**config.mk**
```make
export PLATFORM = sky130hd
export DESIGN_NAME = lockout_ctrl_flat
export DESIGN_NICKNAME = d
export VERILOG_FILES = /design/src/rtl/lockout_ctrl_if.sv /design/src/rtl/lockout_ctrl.sv /design/src/flat_wrapper.sv
export SDC_FILE = /design/constraint.sdc
export NUM_CORES = 1
export LEC_CHECK = 0
export ABC_AREA = 1
export CAP_MARGIN = 20
export CORE_MARGIN = 10
export CORE_UTILIZATION = 45
export CTS_CLUSTER_SIZE = 10
export DETAILED_ROUTE_END_ITERATION = 10
export DONT_BUFFER_PORTS = 1
export GPL_TIMING_DRIVEN = 0
export HOLD_SLACK_MARGIN = 0.15
export PLACE_DENSITY_LB_ADDON = 0.2
export SYNTH_ARGS = -nofsm -noshare
export SYNTH_HDL_FRONTEND = slang
export SYNTH_SLANG_ARGS = --single-unit
```
**constraint.sdc**
```tcl
create_clock -name clk -period 2 [get_ports clk]
set_input_delay 0.4 -clock clk [delete_from_list [all_inputs] [get_ports clk]]
set_output_delay 0.4 -clock clk [all_outputs]
set_load 0.02 [all_outputs]
```
**src/rtl/lockout_ctrl_if.sv**
```systemverilog
// Bundle between the lockout supervisor, the code comparator, the lockout timer and the admin input.
interface lockout_ctrl_if #(
    parameter int CW = 4
);
    logic          entry_valid;
    logic          entry_ok;
    logic          admin_clr;
    logic          timer_busy;
    logic          timer_done;
    logic          timer_start;
    logic          locked;
    logic          grant;
    logic          deny;
    logic          reject;
    logic          alarm;
    logic          fault;
    logic [CW-1:0] fail_cnt;
    logic [CW-1:0] lock_cnt;

    modport master (
        output entry_valid, entry_ok, admin_clr, timer_busy, timer_done,
        input  timer_start, locked, grant, deny, reject, alarm, fault, fail_cnt, lock_cnt
    );

    modport slave (
        input  entry_valid, entry_ok, admin_clr, timer_busy, timer_done,
        output timer_start, locked, grant, deny, reject, alarm, fault, fail_cnt, lock_cnt
    );
endinterface

```
**src/rtl/lockout_ctrl.sv**
```systemverilog
// Attempt/lockout supervisor: counts wrong codes, arms the lockout timer, raises a sticky alarm
// after repeated lockouts or when the timer never acknowledges its start request.
module lockout_ctrl #(
    parameter int MAX_TRIES    = 3,
    parameter int MAX_LOCKOUTS = 2,
    parameter int ACK_WAIT     = 4,
    parameter int CW           = 4
) (
    input logic           clk,
    input logic           rst,
    lockout_ctrl_if.slave io_bus
);
    localparam int AW = $clog2(ACK_WAIT);

    typedef enum logic [1:0] {
        S_READY,
        S_ARM,
        S_LOCKED,
        S_ALARM
    } state_t;

    state_t        r_state, w_state_nx;
    logic [CW-1:0] r_fail_cnt, w_fail_nx;
    logic [CW-1:0] r_lock_cnt, w_lock_nx;
    logic [AW-1:0] r_ack, w_ack_nx;
    logic          r_fault, w_fault_nx;
    logic          r_grant, w_grant_nx;
    logic          r_deny, w_deny_nx;
    logic          r_reject, w_reject_nx;
    logic          r_timer_start, r_locked, r_alarm;
    logic [CW-1:0] w_fail_inc, w_lock_inc;

    assign w_fail_inc = r_fail_cnt + CW'(1);
    assign w_lock_inc = (r_lock_cnt == '1) ? r_lock_cnt : r_lock_cnt + CW'(1);

    always_comb begin
        w_state_nx  = r_state;
        w_fail_nx   = r_fail_cnt;
        w_lock_nx   = r_lock_cnt;
        w_ack_nx    = r_ack;
        w_fault_nx  = r_fault;
        w_grant_nx  = 1'b0;
        w_deny_nx   = 1'b0;
        w_reject_nx = 1'b0;
        case (r_state)
            S_READY: begin
                if (io_bus.entry_valid) begin
                    if (io_bus.entry_ok) begin
                        w_grant_nx = 1'b1;
                        w_fail_nx  = '0;
                        w_lock_nx  = '0;
                    end else begin
                        w_deny_nx = 1'b1;
                        if (w_fail_inc >= CW'(MAX_TRIES)) begin
                            w_fail_nx  = '0;
                            w_lock_nx  = w_lock_inc;
                            w_ack_nx   = '0;
                            w_state_nx = (w_lock_inc >= CW'(MAX_LOCKOUTS)) ? S_ALARM : S_ARM;
                        end else begin
                            w_fail_nx = w_fail_inc;
                        end
                    end
                end
            end
            S_ARM: begin
                w_reject_nx = io_bus.entry_valid;
                if (io_bus.timer_busy) begin
                    w_state_nx = S_LOCKED;
                end else if (r_ack == AW'(ACK_WAIT - 1)) begin
                    w_state_nx = S_ALARM;
                    w_fault_nx = 1'b1;
                end else begin
                    w_ack_nx = r_ack + AW'(1);
                end
            end
            S_LOCKED: begin
                w_reject_nx = io_bus.entry_valid;
                // A busy drop without the done pulse still ends the lockout.
                if (io_bus.timer_done || !io_bus.timer_busy) begin
                    w_state_nx = S_READY;
                end
            end
            S_ALARM: begin
                w_reject_nx = io_bus.entry_valid;
                if (io_bus.admin_clr) begin
                    w_state_nx = S_READY;
                    w_fail_nx  = '0;
                    w_lock_nx  = '0;
                    w_fault_nx = 1'b0;
                end
            end
            default: begin
                w_state_nx = S_READY;
                w_fail_nx  = '0;
                w_lock_nx  = '0;
                w_ack_nx   = '0;
                w_fault_nx = 1'b0;
            end
        endcase
    end

    // Level outputs are registered from the next state so they line up with it.
    always_ff @(posedge clk or negedge rst) begin
        if (!rst) begin
            r_state       <= S_READY;
            r_fail_cnt    <= '0;
            r_lock_cnt    <= '0;
            r_ack         <= '0;
            r_fault       <= 1'b0;
            r_grant       <= 1'b0;
            r_deny        <= 1'b0;
            r_reject      <= 1'b0;
            r_timer_start <= 1'b0;
            r_locked      <= 1'b0;
            r_alarm       <= 1'b0;
        end else begin
            r_state       <= w_state_nx;
            r_fail_cnt    <= w_fail_nx;
            r_lock_cnt    <= w_lock_nx;
            r_ack         <= w_ack_nx;
            r_fault       <= w_fault_nx;
            r_grant       <= w_grant_nx;
            r_deny        <= w_deny_nx;
            r_reject      <= w_reject_nx;
            r_timer_start <= (w_state_nx == S_ARM);
            r_locked      <= (w_state_nx != S_READY);
            r_alarm       <= (w_state_nx == S_ALARM);
        end
    end

    assign io_bus.timer_start = r_timer_start;
    assign io_bus.locked      = r_locked;
    assign io_bus.grant       = r_grant;
    assign io_bus.deny        = r_deny;
    assign io_bus.reject      = r_reject;
    assign io_bus.alarm       = r_alarm;
    assign io_bus.fault       = r_fault;
    assign io_bus.fail_cnt    = r_fail_cnt;
    assign io_bus.lock_cnt    = r_lock_cnt;
endmodule

```
**src/flat_wrapper.sv**
```systemverilog
// flat-port wrapper written by rule: the top's interface ports become plain ports
module lockout_ctrl_flat 
#(
    parameter int MAX_TRIES    = 3,
    parameter int MAX_LOCKOUTS = 2,
    parameter int ACK_WAIT     = 4,
    parameter int CW           = 4
)
  (clk, rst, io_bus_entry_valid, io_bus_entry_ok, io_bus_admin_clr, io_bus_timer_busy, io_bus_timer_done, io_bus_timer_start, io_bus_locked, io_bus_grant, io_bus_deny, io_bus_reject, io_bus_alarm, io_bus_fault, io_bus_fail_cnt, io_bus_lock_cnt);
  lockout_ctrl_if #(.CW(CW)) io_bus_i ();
  input logic clk;
  input logic rst;
  input wire logic [$bits(io_bus_i.entry_valid)-1:0] io_bus_entry_valid;
  input wire logic [$bits(io_bus_i.entry_ok)-1:0] io_bus_entry_ok;
  input wire logic [$bits(io_bus_i.admin_clr)-1:0] io_bus_admin_clr;
  input wire logic [$bits(io_bus_i.timer_busy)-1:0] io_bus_timer_busy;
  input wire logic [$bits(io_bus_i.timer_done)-1:0] io_bus_timer_done;
  output wire logic [$bits(io_bus_i.timer_start)-1:0] io_bus_timer_start;
  output wire logic [$bits(io_bus_i.locked)-1:0] io_bus_locked;
  output wire logic [$bits(io_bus_i.grant)-1:0] io_bus_grant;
  output wire logic [$bits(io_bus_i.deny)-1:0] io_bus_deny;
  output wire logic [$bits(io_bus_i.reject)-1:0] io_bus_reject;
  output wire logic [$bits(io_bus_i.alarm)-1:0] io_bus_alarm;
  output wire logic [$bits(io_bus_i.fault)-1:0] io_bus_fault;
  output wire logic [$bits(io_bus_i.fail_cnt)-1:0] io_bus_fail_cnt;
  output wire logic [$bits(io_bus_i.lock_cnt)-1:0] io_bus_lock_cnt;
  assign io_bus_i.entry_valid = io_bus_entry_valid;
  assign io_bus_i.entry_ok = io_bus_entry_ok;
  assign io_bus_i.admin_clr = io_bus_admin_clr;
  assign io_bus_i.timer_busy = io_bus_timer_busy;
  assign io_bus_i.timer_done = io_bus_timer_done;
  assign io_bus_timer_start = io_bus_i.timer_start;
  assign io_bus_locked = io_bus_i.locked;
  assign io_bus_grant = io_bus_i.grant;
  assign io_bus_deny = io_bus_i.deny;
  assign io_bus_reject = io_bus_i.reject;
  assign io_bus_alarm = io_bus_i.alarm;
  assign io_bus_fault = io_bus_i.fault;
  assign io_bus_fail_cnt = io_bus_i.fail_cnt;
  assign io_bus_lock_cnt = io_bus_i.lock_cnt;
  lockout_ctrl #(.MAX_TRIES(MAX_TRIES), .MAX_LOCKOUTS(MAX_LOCKOUTS), .ACK_WAIT(ACK_WAIT), .CW(CW)) u_core (.clk(clk), .rst(rst), .io_bus(io_bus_i));
endmodule
```
**After elaboration in Yosys (flattened, before gate mapping)**

Cells that the tools add are included.
Widths: inputs -> output; s select.

- Bits in registers: 19
- Input port bits: 7
- Output and inout port bits: 15
- Word-level logic and storage cells: 79

- Add/sub/neg operators: 3
- Magnitude comparators: 2
- Eq/ne operators: 15
- Muxes and demuxes: 36
- Reduce and logical (&&, ||, !) cells: 12

Operator list:

| operator | number |
|---|---|
| $mux 4 | 8 |
| $mux 2 | 13 |
| $pmux 4 s2 | 2 |
| $mux 1 | 10 |
| $ne 2x2->1 const B | 5 |
| $add 4x1->4 const B | 2 |
| $eq 2x2->1 const B | 4 |
| $ge 4x2->1 const B | 2 |
| $pmux 2 s4 | 1 |
| $reduce_and 4->1 | 2 |
| $reduce_bool 2->1 | 4 |
| $reduce_and 6->1 | 1 |
| $eq 2x1->1 const B | 2 |
| $eq 4x4->1 const B | 1 |
| $ne 2x1->1 const B | 2 |
| $pmux 2 s2 | 1 |
| $ne 3x2->1 const B | 1 |
| $reduce_and 3->1 | 1 |
| $reduce_or 3->1 | 1 |
| $add 2x1->2 const B | 1 |
| $logic_not 2->1 | 1 |
| $pmux 1 s2 | 1 |
| $logic_not 1->1 | 1 |
| $logic_or 1x1->1 | 1 |

**Longest topological paths before layout**

Gate-level depths: netlist of run 1.

- Depth in word-level cells: 9
- Depth in mapped cells: 11
- Gate-level depth less buffers: 11

**Worst setup path before layout of run 1**

No wires, ideal clock.

- Path kind: reg-to-reg
- Start: register u_core.r_state[0]
- End: register u_core.r_fail_cnt[1] (netlist: u_core.io_bus.fail_cnt[1])
- Setup time: 0.125 ns
- Arrival time: 1.476 ns
- Data required time: 1.875 ns
- Setup slack: 0.399 ns
- Stages on the path, launching flop included: 8
- Path buffers: 1
- Clock period less this slack: 1.601 ns
- Cells stage by stage: dfrtp_1 -> inv_1 -> ha_1 -> buf_2 -> inv_2 -> o21ai_2 -> a21oi_2 -> mux2_4

- Longest elaborated chain between the ends: 3
- Elaborated cells between the ends (all ways): 7
- Those cells by class: 3 x eq/ne; 1 x mux; 3 x reduce/logical

RTL lines:

| what | line | source |
|---|---|---|
| start: declaration | lockout_ctrl.sv:22 | `state_t r_state, w_state_nx;` |
| start signal: assignment | lockout_ctrl.sv:117 | `r_state <= w_state_nx;` |
| $eq 2x2->1 or $logic_not 2->1 (tied branches) | lockout_ctrl.sv:45 | `case (r_state)` |
| $ne 2x2->1 (no line) or $reduce_bool 2->1 (tied branches) | n/a |  |
| $reduce_and 3->1 (no line) | n/a |  |
| end signal: assignment | lockout_ctrl.sv:118 | `r_fail_cnt <= w_fail_nx;` |
| end: declaration | lockout_ctrl.sv:23 | `logic [CW-1:0] r_fail_cnt, w_fail_nx;` |

Several ways; a longest one is shown, not always the timed one.
A chain may end at the register's enable or synchronous reset.

**Worst setup path after layout of run 1**

Ends and elaborated chain as after synthesis.

==> results of run 1 <==
[registers in the layout, indices dropped and copies added, names as in the netlist]
register / cells
u_core.io_bus.fail_cnt: 4
u_core.io_bus.lock_cnt: 4
u_core.r_ack: 2
u_core.r_state: 2
u_core.io_bus.alarm: 1
u_core.io_bus.deny: 1
u_core.io_bus.fault: 1
u_core.io_bus.grant: 1
u_core.io_bus.locked: 1
u_core.io_bus.reject: 1
u_core.io_bus.timer_start: 1
[final timing paths]
kind,slack (ps),depth (start not counted),startpoint,endpoint
max,220,7,u_core.r_state[0]$_DFF_PN0_,u_core.io_bus.fail_cnt[1]$_DFFE_PN0P_
min,220,2,io_bus_entry_ok,u_core.io_bus.grant$_DFF_PN0_
max reg2reg,220,7,u_core.r_state[0]$_DFF_PN0_,u_core.io_bus.fail_cnt[1]$_DFFE_PN0P_
min reg2reg,520,2,u_core.r_ack[1]$_DFFE_PN0P_,u_core.r_ack[1]$_DFFE_PN0P_
max in group asynchronous,820,1,rst,u_core.r_ack[1]$_DFFE_PN0P_
min in group asynchronous,650,1,rst,u_core.io_bus.grant$_DFF_PN0_
[per-stage QoR]
step,total power [W],hold WS (ps),utilization
finish,0.00175,224,0.502
global route,0.00193,215,0.502
CTS,0.00178,214,0.502
detailed placement,0.00157,105,0.483
global placement,0.00154,105,0.483
floorplan,0.00139,104,-
[power breakdown]
part | switching, W | internal [W]
clock network | 0.000122 | 0.0000745
registers | 0.000253 | 0.000515
logic | 0.000494 | 0.000289
[worst reg2reg max path, stage by stage, from the launching register on]
cell                      delay, ps
sky130_fd_sc_hd__dfrtp_1        420
sky130_fd_sc_hd__inv_1          100
sky130_fd_sc_hd__ha_1           190
sky130_fd_sc_hd__buf_2          170
sky130_fd_sc_hd__inv_2          140
sky130_fd_sc_hd__o21ai_2         80
sky130_fd_sc_hd__a21oi_2        240
sky130_fd_sc_hd__mux2_4         330
[cells by family after synthesis]
family | after synthesis
AOI/OAI and AO/OA | 17
muxes | 1
DFF | 19
adders and majority gates | 8
and+or+nand+nor | 76
buffers and inverters | 22
[cell usage in the layout (no fill, tap or decap), drive strengths merged]
| master | instances |
|---|---|
| o211ai | 1 |
| clkinv | 1 |
| a21oi | 3 |
| nand2 | 38 |
| nor2 | 19 |
| buf | 1 |
| or2 | 1 |
| inv | 21 |
| o22ai | 1 |
| clkbuf | 3 |
| nor3 | 2 |
| o21ai | 12 |
| ha | 8 |
| nand4 | 2 |
| nand3 | 13 |
| dlygate4sd3 | 2 |
| dfrtp | 19 |
| mux2 | 1 |
| nor3b | 1 |
[layer usage]
metal / part of all wire / vias up / global-route usage
li1: - / 465 / -
met4: 0.024 / 0 / 0.0417
met2: 0.47 / 20 / 0.153
met3: 0.064 / 8 / 0.0325
met1: 0.44 / 410 / 0.109
met5: 0 / - / 0
[what timing repair did]
| action | 4_1_cts | 5_1_grt |
|---|---|---|
| hold endpoints to repair | 20 | 0 |
| hold buffers | 2 | 0 |
| setup endpoints to repair | 0 | 0 |
[area by class of cell]
cell class / count / area share
plain buffers: 1 / 0.00410
flip-flops and latches: 19 / 0.389
inverters: 21 / 0.0645
clock buffers: 3 / 0.0184
well taps: 30 / 0.0307
clock inverters: 1 / 0.00410
repair buffers: 2 / 0.0164
multi-input cells: 102 / 0.472
==> key figures, run 1 <==
Floorplan
  • IO Pins: 22
  • Die Y: 70.2 um
  • Initial cell density of the core: 0.467
  • Die Width: roughly 70 um
  • Placeable core region: 0.00243 mm^2
  • Die Outline Area: approximately 0.005 mm^2
  • Number of rows in the core area: 18

Logic synthesis
  • Synthesized netlist cell count: ~140
  • Warnings, synthesis: 0
  • Most common flop cell mapped by yosys: sky130_fd_sc_hd__dfrtp_1
  • Multiplexer fraction of the synthesized cell area: 0.0132
  • Synthesized-area fraction occupied by xor and xnor cells: 0
  • Number of distinct library cells after synthesis: 25
  • Most area-hungry cell type in the Yosys netlist: sky130_fd_sc_hd__dfrtp_1
  • Cells taking the most area after synthesis: sky130_fd_sc_hd__dfrtp_1, sky130_fd_sc_hd__nand2_1, sky130_fd_sc_hd__ha_1
  • Summed instance area of the synthesized netlist: 0.00114 mm^2
  • Fraction of the mapped netlist area in compound gates: 0.0958
  • Fraction of post-synthesis cell area in the top cell type by area: 0.419
  • Combinational family with the most area after synthesis: simple AND/OR/NAND/NOR gates
  • Leading cell types by count after synthesis: sky130_fd_sc_hd__nand2_1, sky130_fd_sc_hd__dfrtp_1, sky130_fd_sc_hd__inv_1
  • Post-synthesis share of cell area spent on and, or, nand and nor gates: 0.311
  • Most instantiated library cell after synthesis: sky130_fd_sc_hd__nand2_1
  • Post-Synthesis Mean Instance Area: between 7 and 8 um^2
  • Adder and majority gate portion of the synthesized area: 0.0881
  • Number of enable flip-flop cells after synthesis: 0
  • Nets in the synthesized netlist: 158
  • Share of async-settable or async-resettable flops after synthesis: 1.00
  • Proportion of synthesized chip area in sequential cells: 0.419
  • Post-synthesis sequential element count: 19

CTS
  • Insertion delay to the later sink of the worst-skew pair: around 300 ps
  • Total number of clock tree sinks: 19
  • Number of buffers inserted during clock tree synthesis: 3
  • Clock tree from TritonCTS: done
  • Reg clk slew, reported paths: 110 ps
  • Root buffer cell: sky130_fd_sc_hd__clkbuf_4
  • Post-CTS setup repair buffer count: 0
  • Max Root-Sink Buffers: 2
  • Resized cells post-CTS: 0
  • Max H-tree Level: 1

Routing
  • Number of remaining DRC errors: 0
  • Iteration-0 DRC count of the detailed router: 53
  • Routed Antenna Nets: 0
  • Via-per-instance ratio: 5.04
  • Final wirelength: around 2400 um
  • Routed len/inst: between 10 and 15 um
  • Initial DRT Pass Iterations: 6
  • Vias post-DR: between 900 and 1000

Setup path
  • Buffers and inverters on the worst path: 3
  • Cell Chain, Critical Path: inv_1 -> ha_1 -> buf_2 -> inv_2 -> o21ai_2 -> a21oi_2 -> mux2_4
  • Critical path's largest stage delay: between 400 and 500 ps
  • Family with the most delay on the worst path: flip-flops
  • Critical path endpoint category: flip-flop
  • Type of the setup path with the least slack: reg2reg
  • Data arrival at the endpoint of the critical path: 1970 ps
  • Startpoint type of the worst setup path: flip-flop
  • CP required: 2190 ps
  • Critical path peak fanout: 8
  • Standard cell with the maximum stage delay on the critical path: sky130_fd_sc_hd__dfrtp_1

Power and ir drop
  • Highest ir drop seen on vdd: about 0.75 mV
  • Static Leak: 0.621 nW
  • Power per unit of standard cell area: 1430 mW/mm^2

Placed design
  • Last weighted congestion value of the routability-driven placer: 0.807
  • Count of port buffers added during placement: 0
  • Setup Slack @ Placement: 235 ps
  • Cell total after placement: 173
  • Placed cell areas: 0.00117 mm^2
  • HPWL after detailed placement: 1860 um

GRT
  • Remaining global-route overflow: 0
  • Vias in the first global route: 862
  • Antenna violations before repair: 0
  • First-pass GRT wire length: 3880 um
  • Largest net degree at the start of global routing: 20
  • Global-route usage over all layers: 0.0944

Finish
  • Layout fillers: 230
  • Total Nets Final: roughly 170
  • Final non-filler cell area: 0.00122 mm^2
  • Proportion of layout cells with a drive suffix above 1: 0.154
  • Area taken by multi-input logic gates: ~580 um^2
  • Sequential cell area: about 480 um^2
  • Cell Count, Final, Fillers Out: 179
  • Number of diodes added for antenna fixing: 0
  • Area Overhead vs Synth: 7.49%

STA
  • Share of the cycle needed by the critical path after routing: 0.891
  • Pin slew with the least headroom to its limit: 869 ps
  • Rel. slew slack: 0.419
  • Clock Skews: 4.54 ps
  • Tmin final: 1780 ps
  • Fin. max-slew vios: 0
  • Final-report hold violation count: 0
  • Number of setup violations in the final report: 0
  • Final setup TNS: 0 ps
  • Upper clock frequency limit: 561 MHz
  • Slack of the critical path: 218 ps
  • RSZ-0062 raised after global routing: false

Status
  • Outcome: completed

Min path
  • Tightest Hold Check Type: in2reg

Job
  • Max-cap violations: 0
Power figures use the tool's default switching activity.
==> run 2: changes to the inputs <==
CORE_ASPECT_RATIO = 0.6   (was default)
HOLD_SLACK_MARGIN = default   (was 0.15)
==> key figures, run 2 (same netlist as run 1, synthesis figures left out) <==
CTS
  • Max Root-Sink Buffers: 2
  • Total number of clock tree sinks: 19
  • Root buffer cell: sky130_fd_sc_hd__clkbuf_8
  • Insertion delay to the later sink of the worst-skew pair: 260 ps
  • Number of buffers inserted during clock tree synthesis: 3
  • Reg clk slew, reported paths: 80 ps
  • Max H-tree Level: 1
  • Clock tree from TritonCTS: done

Power and ir drop
  • Cell-internal power: between 0.0009 and 0.001 W
  • Sequential Power Share: 0.421
  • Net switching share of the total power: 0.487
  • Part of the power in the clock network: 0.147
  • Static Leak: about 0.62 nW
  • Switching power: 0.000895 W
  • Highest ir drop seen on vdd: 0.861 mV
  • Combinational group share of total power: 0.433
  • Power per unit of standard cell area: 1490 mW/mm^2

Routing
  • Met2 routed wirelength: 1040 um
  • Via-per-instance ratio: 5.12
  • Vias post-DR: 911
  • Iteration-0 DRC count of the detailed router: 76
  • Top Layer Used: met4
  • Metal3 WL: between 300 and 400 um
  • Routed met1 length: 1120 um
  • Number of remaining DRC errors: 0
  • Routed Antenna Nets: 0
  • Final wirelength: around 2500 um
  • Routed len/inst: roughly 14 um
  • Initial DRT Pass Iterations: 4

Finish
  • Proportion of layout cells with a drive suffix above 1: 0.155
  • Leading cell type in the layout, fill and taps excluded: sky130_fd_sc_hd__nand2_1
  • Total Nets Final: approximately 160
  • Layout fillers: ~210
  • Area Overhead vs Synth: 8.26%
  • Final non-filler cell area: about 0.0012 mm^2
  • Commonest non-fill, non-tap cells in the layout: sky130_fd_sc_hd__nand2_1, sky130_fd_sc_hd__dfrtp_1, sky130_fd_sc_hd__inv_1
  • Area taken by multi-input logic gates: just under 600 um^2
  • Number of diodes added for antenna fixing: 0
  • Sequential cell area: 475 um^2

Setup path
  • CP required: 2150 ps
  • Destination of the worst register-to-register timing path: u_core.io_bus.fail_cnt[1]$_DFFE_PN0P_
  • Length in cells of the worst reg-to-reg path: 7
  • Reg-to-Reg Start: u_core.r_state[0]$_DFF_PN0_
  • Critical path peak fanout: 8
  • Startpoint type of the worst setup path: flip-flop
  • Type of the setup path with the least slack: reg2reg
  • Data arrival at the endpoint of the critical path: 1920 ps
  • Launching element of the worst setup path: u_core.r_state[0]$_DFF_PN0_
  • Critical path endpoint category: flip-flop
  • Setup slack, reg-to-reg: 230 ps

STA
  • Fin. max-slew vios: 0
  • Number of setup violations in the final report: 0
  • Upper clock frequency limit: 564 MHz
  • Clock Skews: roughly 8.2 ps
  • Final setup TNS: 0 ps
  • Slack of the critical path: 228 ps
  • Tmin final: 1770 ps
  • Share of the cycle needed by the critical path after routing: 0.886
  • Rel. slew slack: 0.400
  • RSZ-0062 raised after global routing: false
  • Pin slew with the least headroom to its limit: roughly 900 ps
  • Final-report hold violation count: 0

Min path
  • Endpoint of the worst hold-timing path: u_core.io_bus.deny$_DFF_PN0_
  • Worst hold start: io_bus_entry_ok
  • Tightest Hold Check Type: in2reg
  • Cell count of the worst hold path: 1

Floorplan
  • IO Pins: 22
  • Placeable core region: 0.00228 mm^2
  • Die Outline Area: ~0.0050 mm^2
  • Number of rows in the core area: 13
  • Die Y: 58.9 um
  • Initial cell density of the core: 0.499
  • Die Width: roughly 85 um

GRT
  • Antenna violations before repair: 0
  • Largest net degree at the start of global routing: 20
  • Remaining global-route overflow: 0
  • Vias in the first global route: 887
  • First-pass GRT wire length: 4150 um
  • Global-route usage over all layers: 0.104

Placed design
  • Setup Slack @ Placement: 223 ps
  • HPWL after detailed placement: 1940 um
  • Last weighted congestion value of the routability-driven placer: 0.799
  • Placed cell areas: between 0.001 and 0.0015 mm^2
  • Count of port buffers added during placement: 0

Status
  • Outcome: completed

Job
  • Max-cap violations: 0
-- run 2: how the worst max path moves through the flow --
| stage | end | slack [ps] |
|---|---|---|
| 6_report | u_core.io_bus.fail_cnt[1]$_DFFE_PN0P_ | 230 |
| 5_1_grt | u_core.r_ack[1]$_DFFE_PN0P_ | 60 |
| 4_1_cts | u_core.io_bus.fail_cnt[1]$_DFFE_PN0P_ | 230 |
| 3_5_place_dp | u_core.io_bus.fail_cnt[1]$_DFFE_PN0P_ | 220 |
| 3_3_place_gp | u_core.io_bus.fail_cnt[1]$_DFFE_PN0P_ | 270 |
| 2_1_floorplan | u_core.io_bus.fail_cnt[1]$_DFFE_PN0P_ | 400 |
-- run 2: final cells by class --
| class | instances | share of cell area |
|---|---|---|
| Clock buffer | 3 | 0.0336 |
| Multi-Input combinational cell | 102 | 0.469 |
| Clock inverter | 1 | 0.00407 |
| Tap cell | 30 | 0.0305 |
| Buffer | 1 | 0.00407 |
| Sequential cell | 19 | 0.387 |
| Timing Repair Buffer | 1 | 0.00814 |
| Inverter | 21 | 0.0641 |
-- run 2: critical path, stage by stage, from the launching register on --
cell	delay, ps
sky130_fd_sc_hd__dfrtp_1	410
sky130_fd_sc_hd__inv_1	100
sky130_fd_sc_hd__ha_1	200
sky130_fd_sc_hd__buf_2	180
sky130_fd_sc_hd__inv_2	140
sky130_fd_sc_hd__o21ai_2	80
sky130_fd_sc_hd__a21oi_2	230
sky130_fd_sc_hd__mux2_4	320
-- run 2: power groups by stage --
stage               registers [W]  clock network [W]  logic, W
floorplan                0.000742                  0  0.000646
global placement         0.000779                  0  0.000748
detailed placement       0.000783                  0  0.000788
CTS                      0.000779           0.000280  0.000802
global route             0.000799           0.000307  0.000917
finish                   0.000773           0.000270  0.000795
-- run 2: per-stage QoR --
stage / hold slack, ps / total power [W] / utilization / instances
6_report: 211 / 0.00184 / 0.540 / 178
5_1_grt: 195 / 0.00202 / 0.540 / 178
2_1_floorplan: 104 / 0.00139 / - / 143
4_1_cts: 200 / 0.00186 / 0.540 / 178
3_3_place_gp: 105 / 0.00153 / 0.515 / 173
3_5_place_dp: 105 / 0.00157 / 0.515 / 173
-- run 2: timing repair --
item | in CTS | in global routing
resized for setup | 0 | 0
hold buffers | 1 | 0
buffers inserted | 0 | 0
hold endpoints to repair | 19 | 0
-- run 2: per-layer routing --
layer  GRT usage  vias up
met5           0        -
met4      0.0327        0
met3      0.0673        6
met2       0.156       33
met1       0.120      404
li1            -      468
